**src/rtl/sbox_init_engine.sv**
```systemverilog
// sbox_init_engine: fills the RC4 S-array, one address per cycle, in identity,
// constant or descending order, honouring write back-pressure. Owns the
// S-array write port until done, then releases it to the key scheduler.
// Optional feature macro: SBOX_INIT_VERIFY_EN adds a read-back verify pass
// (VERIFY state, rdata_in / verify_error ports, compare pipeline register).
// rdata_in must present the word addressed by address_out in the cycle that
// follows the edge on which that address was driven.
module sbox_init_engine #(
    parameter int ADDR_W = 8,
    parameter int DATA_W = 8,
    parameter int DEPTH  = 256
) (
    input  logic              clk,
    input  logic              master_reset,
    input  logic              start,
    input  logic [1:0]        mode,
    input  logic [DATA_W-1:0] fill_value,
    input  logic              stall,
`ifdef SBOX_INIT_VERIFY_EN
    input  logic [DATA_W-1:0] rdata_in,
    output logic              verify_error,
`endif
    output logic [ADDR_W-1:0] address_out,
    output logic [DATA_W-1:0] data_out,
    output logic              write_out,
    output logic              busy,
    output logic              done
);

    typedef enum logic [1:0] {
        IDLE,
        WRITE,
`ifdef SBOX_INIT_VERIFY_EN
        VERIFY,
`endif
        DONE
    } state_t;

    // The index is one bit wider than the address so DEPTH == 2**ADDR_W
    // can be counted without wrapping.
    localparam logic [ADDR_W:0] IDX_LAST = (ADDR_W+1)'(DEPTH - 1);
`ifdef SBOX_INIT_VERIFY_EN
    localparam logic [ADDR_W:0] IDX_END  = (ADDR_W+1)'(DEPTH);
`endif

    state_t            state_q, state_d;
    logic [ADDR_W:0]   idx_q, idx_d;
    logic [ADDR_W:0]   nextIdx;
    logic [1:0]        mode_q, mode_d;
    logic [DATA_W-1:0] fill_q, fill_d;
    logic [ADDR_W-1:0] addr_q, addr_d;
    logic [DATA_W-1:0] data_q, data_d;
    logic              write_q, write_d;
    logic              busy_q, busy_d;
    logic              done_q, done_d;
    logic              startAccepted;
    logic              lastWrite;

`ifdef SBOX_INIT_VERIFY_EN
    logic              cmpValid_q, cmpValid_d;
    logic [DATA_W-1:0] cmpExp_q, cmpExp_d;
    logic              mismatch_q, mismatch_d;
    logic              verifyErr_q, verifyErr_d;
`endif

    // Value written at index i for a given fill mode; mode 11 behaves as identity.
    function automatic logic [DATA_W-1:0] fillData(input logic [1:0]        m,
                                                   input logic [DATA_W-1:0] f,
                                                   input logic [ADDR_W:0]   i);
        logic [ADDR_W:0] desc;
        desc = IDX_LAST - i;
        case (m)
            2'b01:   fillData = f;
            2'b10:   fillData = DATA_W'(desc);
            default: fillData = DATA_W'(i);
        endcase
    endfunction

    assign nextIdx       = idx_q + (ADDR_W+1)'(1);
    assign startAccepted = start && ((state_q == IDLE) || (state_q == DONE));
    assign lastWrite     = (state_q == WRITE) && write_q && !stall && (idx_q == IDX_LAST);

    // State register; reset abandons any partial fill.
    always_ff @(posedge clk or posedge master_reset) begin
        if (master_reset) begin
            state_q <= IDLE;
        end else begin
            state_q <= state_d;
        end
    end

    // Next-state selection: start only counts when not busy.
    always_comb begin
        state_d = state_q;
        case (state_q)
            IDLE, DONE: begin
                if (start) begin
                    state_d = WRITE;
                end
            end
            WRITE: begin
                if (lastWrite) begin
`ifdef SBOX_INIT_VERIFY_EN
                    state_d = VERIFY;
`else
                    state_d = DONE;
`endif
                end
            end
`ifdef SBOX_INIT_VERIFY_EN
            VERIFY: begin
                if (idx_q == IDX_END) begin
                    state_d = DONE;
                end
            end
`endif
            default: state_d = IDLE;
        endcase
    end

    // Next values of the registered outputs and the fill index; the first
    // WRITE cycle only loads the bus, later cycles advance on each accepted write.
    always_comb begin
        idx_d   = idx_q;
        mode_d  = mode_q;
        fill_d  = fill_q;
        addr_d  = addr_q;
        data_d  = data_q;
        write_d = write_q;
        busy_d  = busy_q;
        done_d  = done_q;
        case (state_q)
            IDLE, DONE: begin
                if (start) begin
                    mode_d  = mode;
                    fill_d  = fill_value;
                    idx_d   = '0;
                    addr_d  = '0;
                    data_d  = '0;
                    write_d = 1'b0;
                    busy_d  = 1'b1;
                    done_d  = 1'b0;
                end
            end
            WRITE: begin
                if (!write_q) begin
                    addr_d  = idx_q[ADDR_W-1:0];
                    data_d  = fillData(mode_q, fill_q, idx_q);
                    write_d = 1'b1;
                end else if (!stall) begin
                    if (idx_q == IDX_LAST) begin
                        idx_d   = '0;
                        addr_d  = '0;
                        data_d  = '0;
                        write_d = 1'b0;
`ifndef SBOX_INIT_VERIFY_EN
                        busy_d  = 1'b0;
                        done_d  = 1'b1;
`endif
                    end else begin
                        idx_d  = nextIdx;
                        addr_d = nextIdx[ADDR_W-1:0];
                        data_d = fillData(mode_q, fill_q, nextIdx);
                    end
                end
            end
`ifdef SBOX_INIT_VERIFY_EN
            VERIFY: begin
                if (idx_q == IDX_END) begin
                    idx_d  = '0;
                    addr_d = '0;
                    busy_d = 1'b0;
                    done_d = 1'b1;
                end else if (idx_q == IDX_LAST) begin
                    idx_d  = IDX_END;
                    addr_d = '0;
                end else begin
                    idx_d  = nextIdx;
                    addr_d = nextIdx[ADDR_W-1:0];
                end
            end
`endif
            default: begin
                idx_d   = '0;
                addr_d  = '0;
                data_d  = '0;
                write_d = 1'b0;
                busy_d  = 1'b0;
                done_d  = 1'b0;
            end
        endcase
    end

    // Datapath and output registers; all outputs drop to zero on reset.
    always_ff @(posedge clk or posedge master_reset) begin
        if (master_reset) begin
            idx_q   <= '0;
            mode_q  <= '0;
            fill_q  <= '0;
            addr_q  <= '0;
            data_q  <= '0;
            write_q <= 1'b0;
            busy_q  <= 1'b0;
            done_q  <= 1'b0;
        end else begin
            idx_q   <= idx_d;
            mode_q  <= mode_d;
            fill_q  <= fill_d;
            addr_q  <= addr_d;
            data_q  <= data_d;
            write_q <= write_d;
            busy_q  <= busy_d;
            done_q  <= done_d;
        end
    end

`ifdef SBOX_INIT_VERIFY_EN
    // Verify pipeline: the expected word travels alongside each read address,
    // is compared against rdata_in one cycle later, and the error stays sticky
    // until the next accepted start.
    always_comb begin
        cmpValid_d  = 1'b0;
        cmpExp_d    = cmpExp_q;
        if (lastWrite) begin
            cmpValid_d = 1'b1;
            cmpExp_d   = fillData(mode_q, fill_q, '0);
        end else if ((state_q == VERIFY) && (idx_q < IDX_LAST)) begin
            cmpValid_d = 1'b1;
            cmpExp_d   = fillData(mode_q, fill_q, nextIdx);
        end
        mismatch_d  = cmpValid_q && (rdata_in != cmpExp_q);
        verifyErr_d = startAccepted ? 1'b0 : (verifyErr_q | mismatch_q);
    end

    // Verify pipeline registers.
    always_ff @(posedge clk or posedge master_reset) begin
        if (master_reset) begin
            cmpValid_q  <= 1'b0;
            cmpExp_q    <= '0;
            mismatch_q  <= 1'b0;
            verifyErr_q <= 1'b0;
        end else begin
            cmpValid_q  <= cmpValid_d;
            cmpExp_q    <= cmpExp_d;
            mismatch_q  <= mismatch_d;
            verifyErr_q <= verifyErr_d;
        end
    end

    assign verify_error = verifyErr_q;
`endif

    assign address_out = addr_q;
    assign data_out    = data_q;
    assign write_out   = write_q;
    assign busy        = busy_q;
    assign done        = done_q;

endmodule

```
**config.mk**
```make
export PLATFORM = sky130hd
export DESIGN_NAME = sbox_init_engine
export DESIGN_NICKNAME = d
export VERILOG_FILES = /design/src/rtl/sbox_init_engine.sv
export SDC_FILE = /design/constraint.sdc
export NUM_CORES = 1
export LEC_CHECK = 0
export CORE_ASPECT_RATIO = 0.7
export CORE_MARGIN = 2
export CORE_UTILIZATION = 35
export CTS_BUF_LIST = sky130_fd_sc_hd__clkbuf_4 sky130_fd_sc_hd__clkbuf_8
export CTS_CLUSTER_DIAMETER = 60
export DETAILED_ROUTE_END_ITERATION = 10
export SLEW_MARGIN = 20
export SYNTH_ARGS = -nofsm -noshare
export SYNTH_HDL_FRONTEND = slang
export SYNTH_SLANG_ARGS = --single-unit
```
**constraint.sdc**
```tcl
create_clock -name clk -period 1.7 [get_ports clk]
set_input_delay 0.34 -clock clk [delete_from_list [all_inputs] [get_ports clk]]
set_output_delay 0.34 -clock clk [all_outputs]
set_load 0.005 [all_outputs]
```
**Word level (Yosys, flattened, before mapping)**

Cells that the tools add are included.

- Add/sub/neg operators: 3
- Equal/unequal tests: 11
- Muxes and demuxes: 33
- Reductions and logical operators: 11

Operators by type and width:

| cell | count |
|---|---|
| one-hot mux 8 bit (2 select lines) | 4 |
| 2-to-1 mux 8 bit | 7 |
| 2-to-1 mux 9 bit | 4 |
| one-hot mux 9 bit (2 select lines) | 1 |
| subtractor 8 bit (first input constant) | 2 |
| 2-to-1 mux 1 bit | 11 |
| adder 9 x 1 -> 9 bit (second input constant) | 1 |
| equality test 9 x 8 -> 1 bit (second input constant) | 1 |
| inequality test 2 bit (second input constant) | 4 |
| one-hot mux 1 bit (2 select lines) | 3 |
| AND reduction 2 bit | 3 |
| equality test 2 x 1 -> 1 bit (second input constant) | 2 |
| equality test 2 bit (second input constant) | 2 |
| 2-to-1 mux 2 bit | 2 |
| one-hot mux 2 bit (2 select lines) | 1 |
| AND reduction 4 bit | 1 |
| logical AND 1 bit | 3 |
| inequality test 3 bit (second input constant) | 1 |
| AND reduction 3 bit | 1 |
| zero test 2 bit | 1 |
| inequality test 2 x 1 -> 1 bit (second input constant) | 1 |
| OR reduction 2 bit | 1 |
| zero test 1 bit | 1 |

- Bits in registers: 40
- Input bits: 14
- Output and inout bits: 19

**Longest topological paths before layout**

- Depth in word-level cells: 7
- Gate-level depth with buffers: 8
- Gate-level depth less buffers: 7

**Worst setup path before layout**

No wires, ideal clock.

- Kind: register to register
- Start point: register idx_q[0]
- End point: register data_q[4] (netlist: data_out[4])
- Library setup time: 0.126 ns
- Arrival time: 1.573 ns
- Required time: 1.574 ns
- Slack: 0.000 ns
- Cell stages (with the launch flop): 7
- Buffers on the path: 0
- Period minus slack after synthesis: 1.700 ns
- Cell sequence: dfrtp_1 -> ha_1 -> nand3_4 -> xnor2_1 -> a221oi_1 -> a211oi_1 -> a221o_1

- Word-level cells in the longest chain between the ends: 7

Ends and longest elaborated chain:

| item | line | text |
|---|---|---|
| start: declaration | 47 | `logic [ADDR_W:0] idx_q, idx_d;` |
| start signal: assignment | 206 | `idx_q <= idx_d;` |
| adder 9 x 1 -> 9 bit | 79 | `assign nextIdx = idx_q + (ADDR_W+1)'(1);` |
| subtractor 8 bit | 71 | `desc = IDX_LAST - i;` |
| one-hot mux 8 bit (2 select lines) | 72 | `case (m)` |
| 2-to-1 mux 8 bit | 151 | `if (idx_q == IDX_LAST) begin` |
| 2-to-1 mux 8 bit | 150 | `end else if (!stall) begin` |
| 2-to-1 mux 8 bit * | 146 | `if (!write_q) begin` |
| one-hot mux 8 bit (2 select lines) * | 132 | `case (state_q)` |
| end signal: assignment | 210 | `data_q <= data_d;` |
| end: declaration | 52 | `logic [DATA_W-1:0] data_q, data_d;` |

Every way passes the cells marked *; elsewhere a longest branch is shown, timed or not. The select of a mux whose other input is x is not followed.
A chain may end at the register's enable or synchronous reset.

**Worst setup path after layout**

- Start point: register idx_q[1]
- End point: register idx_q[7]

- Word-level cells in the longest chain between the ends: 5

Ends and longest elaborated chain:

| item | line |
|---|---|
| adder 9 x 1 -> 9 bit or equality test 9 x 8 -> 1 bit (tied branches) | 79, 151 |
| 2-to-1 mux 9 bit * | 151 |
| 2-to-1 mux 9 bit * | 150 |
| 2-to-1 mux 9 bit * | 146 |
| one-hot mux 9 bit (2 select lines) * | 132 |

Marked as above.

==> metrics.md <==
| Metric | Value |
|---|---|
| Cts bufs inserted | `5` |
| Arr. time, crit path | `1900 ps` |
| FILL cells | `570` |
| Antenna diode count | `0` |
| CTS tree | `done` |
| # setup viols final | `1` |
| FF+latch count, synth | `40` |
| Pwr Total | `0.004097 W` |
| GR Overflow Total | `0` |
| Avg Synthesized Cell Area | `9.812 um2` |
| Startpoint Class | `register` |
| DRT antenna net count | `0` |
| Share of cells above drive strength 1 | `36.04%` |
| Reg2reg end | `idx_q[7]` |
| Worst Setup End Kind | `register` |
| Post-synth top flop | `dfrtp_1` |
| Final Max Tran Viols | `0` |
| Largest net degree at the start of global routing | `41` |
| Drt total wl | `6492 um` |
| Max IR drop VDD | `0.4277 mV` |
| Sequential-to-total area share from yosys stat | `43.60%` |
| Num rows | `24` |
| Sw Share | `34.31%` |
| Cell taking the most area after synthesis | `dfrtp_1` |
| Cell Area, Synth | `2296 um2` |
| Core ar. | `6276 um2` |
| Root Driver | `clkbuf_8` |
| Vias per cell | `5.479` |
| Wire per inst | `16.82 um` |
| Comb pwr share | `46.7%` |
| Launch point of the worst path | `idx_q[1]` |
| Count leader, synth | `dfrtp_1` |
| Fin crit period | `1718 ps` |
| WS Path Type | `reg -> reg` |
| Io pins | `33` |
| Outcome | `finished, violations left` |
| CTS Sinks | `40` |
| Die X | `100.8 um` |
| Violated checks | `setup timing` |
| Die area | `7234 um2` |
| LEAKAGE | `1.430 nW` |
| Reg-to-Reg Start | `idx_q[1]` |
| Ys async rst share | `100.0%` |
| Crit path to | `idx_q[7]` |
| Fmax | `0.5821 GHz` |
| Iter 0 DRT Violations | `115` |
| Number of max-cap violations | `0` |
| Max clock buf depth | `2` |
| CP max FO | `5` |
| Global-route wire length before repair | `10410 um` |
| DR vias | `2115` |
| Relative slew slack | `71.41%` |
| Post-synth top area share | `43.60%` |
| Die height | `71.77 um` |
| Yosys warnings | `0` |
| Number of hold violations in the final report | `0` |
| Worst EP required | `1880 ps` |
| Sw power | `0.001406 W` |
| Hold WC Path Type | `in -> async` |
| Synthesized net count | `251` |
| Worst-Margin Slew | `428.8 ps` |
| Setup total negative slack | `-17.88 ps` |
| Leading cell types by count after synthesis | `dfrtp_1 (40), nand2_1 (20), nor2_1 (17)` |
| Reg2reg setup slack | `-20 ps` |
| DRC | `0` |
| NumNets Final | `324` |
| Setup WS post-layout | `-17.88 ps` |
| Starting Density | `36.58%` |
| Path depth of the worst reg2reg path | `8` |
| IO buf count | `32` |
| Placer Congestion | `0.8189` |
| RSZ-0062 raised after global routing | `true` |
| Sequential Power Share | `33.8%` |
| Period utilization | `101.1%` |
| Cell-internal power | `0.002692 W` |
| Area Overhead vs Synth | `46.70%` |
| Number of synthesized flops with an enable pin | `0` |
| Post-Syn Instances | `234` |
| Hold_buf cts | `0` |
| Clk network pwr share | `19.5%` |
| Area contributors post-synth | `dfrtp_1 (44%), mux2_2 (4.9%), a21oi_1 (3.5%), nand2_1 (3.3%), o21ai_1 (2.8%)` |
| Clock-pin slew on the worst setup and hold paths | `90 ps` |
| DRT Pass-1 Iters | `4` |
| HPWL after DPL | `4521 um` |
| Overall Global Routing Usage | `18.46%` |
| Cell variety after synth | `57` |
| Worst skew pair latency | `300 ps` |
| H-tree levels | `2` |
| Final core utilization | `53.67%` |
| Vias in the first global route | `2030` |
| Initial antenna violation count | `0` |
| PwrDens | `1216 nW/um2` |
| Final Skew | `7.154 ps` |
per-stage QoR:
step                cells  area, um2  setup slack (ps)  hold WS [ps]
global route          386       3368            -139.2         405.6
finish                386       3368            -17.88         389.0
CTS                   381       3151            -24.95         408.7
global placement      369       2950            -105.1         468.2
floorplan             234       2296            0.4634         455.7
detailed placement    369       2950            -124.5         476.4
critical path: stages (launching register included):
cell,delay [ps]
dfrtp_1,360
ha_2,210
nand3_4,100
buf_12,160
o311ai_4,340
buf_6,180
nor2_1,40
o21ai_1,110
o21ai_1,90
how the worst min path moves through the flow:
stage | start | to
CTS | master_reset | address_out[1]
finish | master_reset | address_out[1]
global route | master_reset | address_out[0]
detailed placement | address_out[2] | address_out[2]
global placement | address_out[0] | address_out[0]
floorplan | state_q[1] | state_q[1]
final cells by class:
| cell class | count | area (um2) | share of cell area, % |
|---|---|---|---|
| clock buffer | 5 | 68.82 | 2.043 |
| clock inverter | 3 | 42.54 | 1.263 |
| sequential | 40 | 1002 | 29.75 |
| timing repair buffer | 81 | 750.7 | 22.29 |
| inverter | 9 | 33.78 | 1.003 |
| tap | 78 | 97.59 | 2.897 |
| multi-input combinational | 170 | 1373 | 40.75 |
cells by family (layout without fill, tap and decap cells):
| kind of cell | Yosys count | after routing | synth area share [%] |
|---|---|---|---|
| xor+xnor | 7 | 7 | 2.670 |
| simple gates | 64 | 64 | 15.64 |
| buf+inv | 25 | 98 | 5.668 |
| compound gates | 85 | 86 | 25.89 |
| flops | 40 | 40 | 43.60 |
| fa+ha+maj | 3 | 3 | 1.635 |
| mux | 10 | 10 | 4.905 |
cell usage in the layout (no fill, tap or decap), types with 2 or more instances in the layout:
master           instances
clkbuf_8                 5
a21o_1                   5
o21a_1                   2
nand3_1                  2
a21oi_2                  6
a221oi_1                 5
nand2_1                 20
a221o_1                  2
mux2_2                   8
o21ai_1                 10
o21ai_0                 12
ha_2                     2
buf_4                   40
inv_1                    7
inv_2                    2
xnor2_2                  4
nand2b_1                 4
o311ai_4                 3
and3_1                   2
nor2_1                  15
o31ai_1                  2
a21oi_1                 10
a22o_1                   4
buf_6                    6
o21ai_2                  3
a211oi_1                 3
buf_12                   3
nor2_4                   4
xnor2_1                  3
dfrtp_1                 39
a31oi_1                  4
clkdlybuf4s50_1         31
a22oi_1                  2
mux2_4                   2
o221a_2                  2
power by group through the flow:
stage	sequential, W	clock (W)	combinational (W)
4_1_cts	0.00138	0.000816	0.00175
6_report	0.00138	0.000800	0.00191
3_5_place_dp	0.00139	0	0.00171
5_1_grt	0.00142	0.000868	0.00208
3_3_place_gp	0.00139	0	0.00168
2_1_floorplan	0.00139	0	0.000995
state kept, by name, summed over array words and instances (netlist names):
name and count:
address_out 8, mode_q 2, busy 1, write_out 1
idx_q 9, fill_q 8, data_out 8, state_q 2
done 1
repair_timing:
| item | 4_1_cts | 5_1_grt |
|---|---|---|
| pin swaps | 5 | 16 |
| endpoints found under the setup margin | 15 | 22 |
| buffers inserted | 3 | 5 |
| cloned | 1 | 0 |
| gates resized for setup | 10 | 36 |
layer usage:
metal / share of wire, % / vias to the layer above / wire length [um] / track usage, %
met3: 5.1 / 6 / 332 / 3.902
li1: - / 1009 / - / -
met4: 0.75 / 0 / 49 / 4.110
met5: 0 / - / 0 / 0
met1: 49 / 1052 / 3167 / 27.75
met2: 45 / 48 / 2942 / 27.26
No activity file was read; power rests on OpenSTA's default activity.
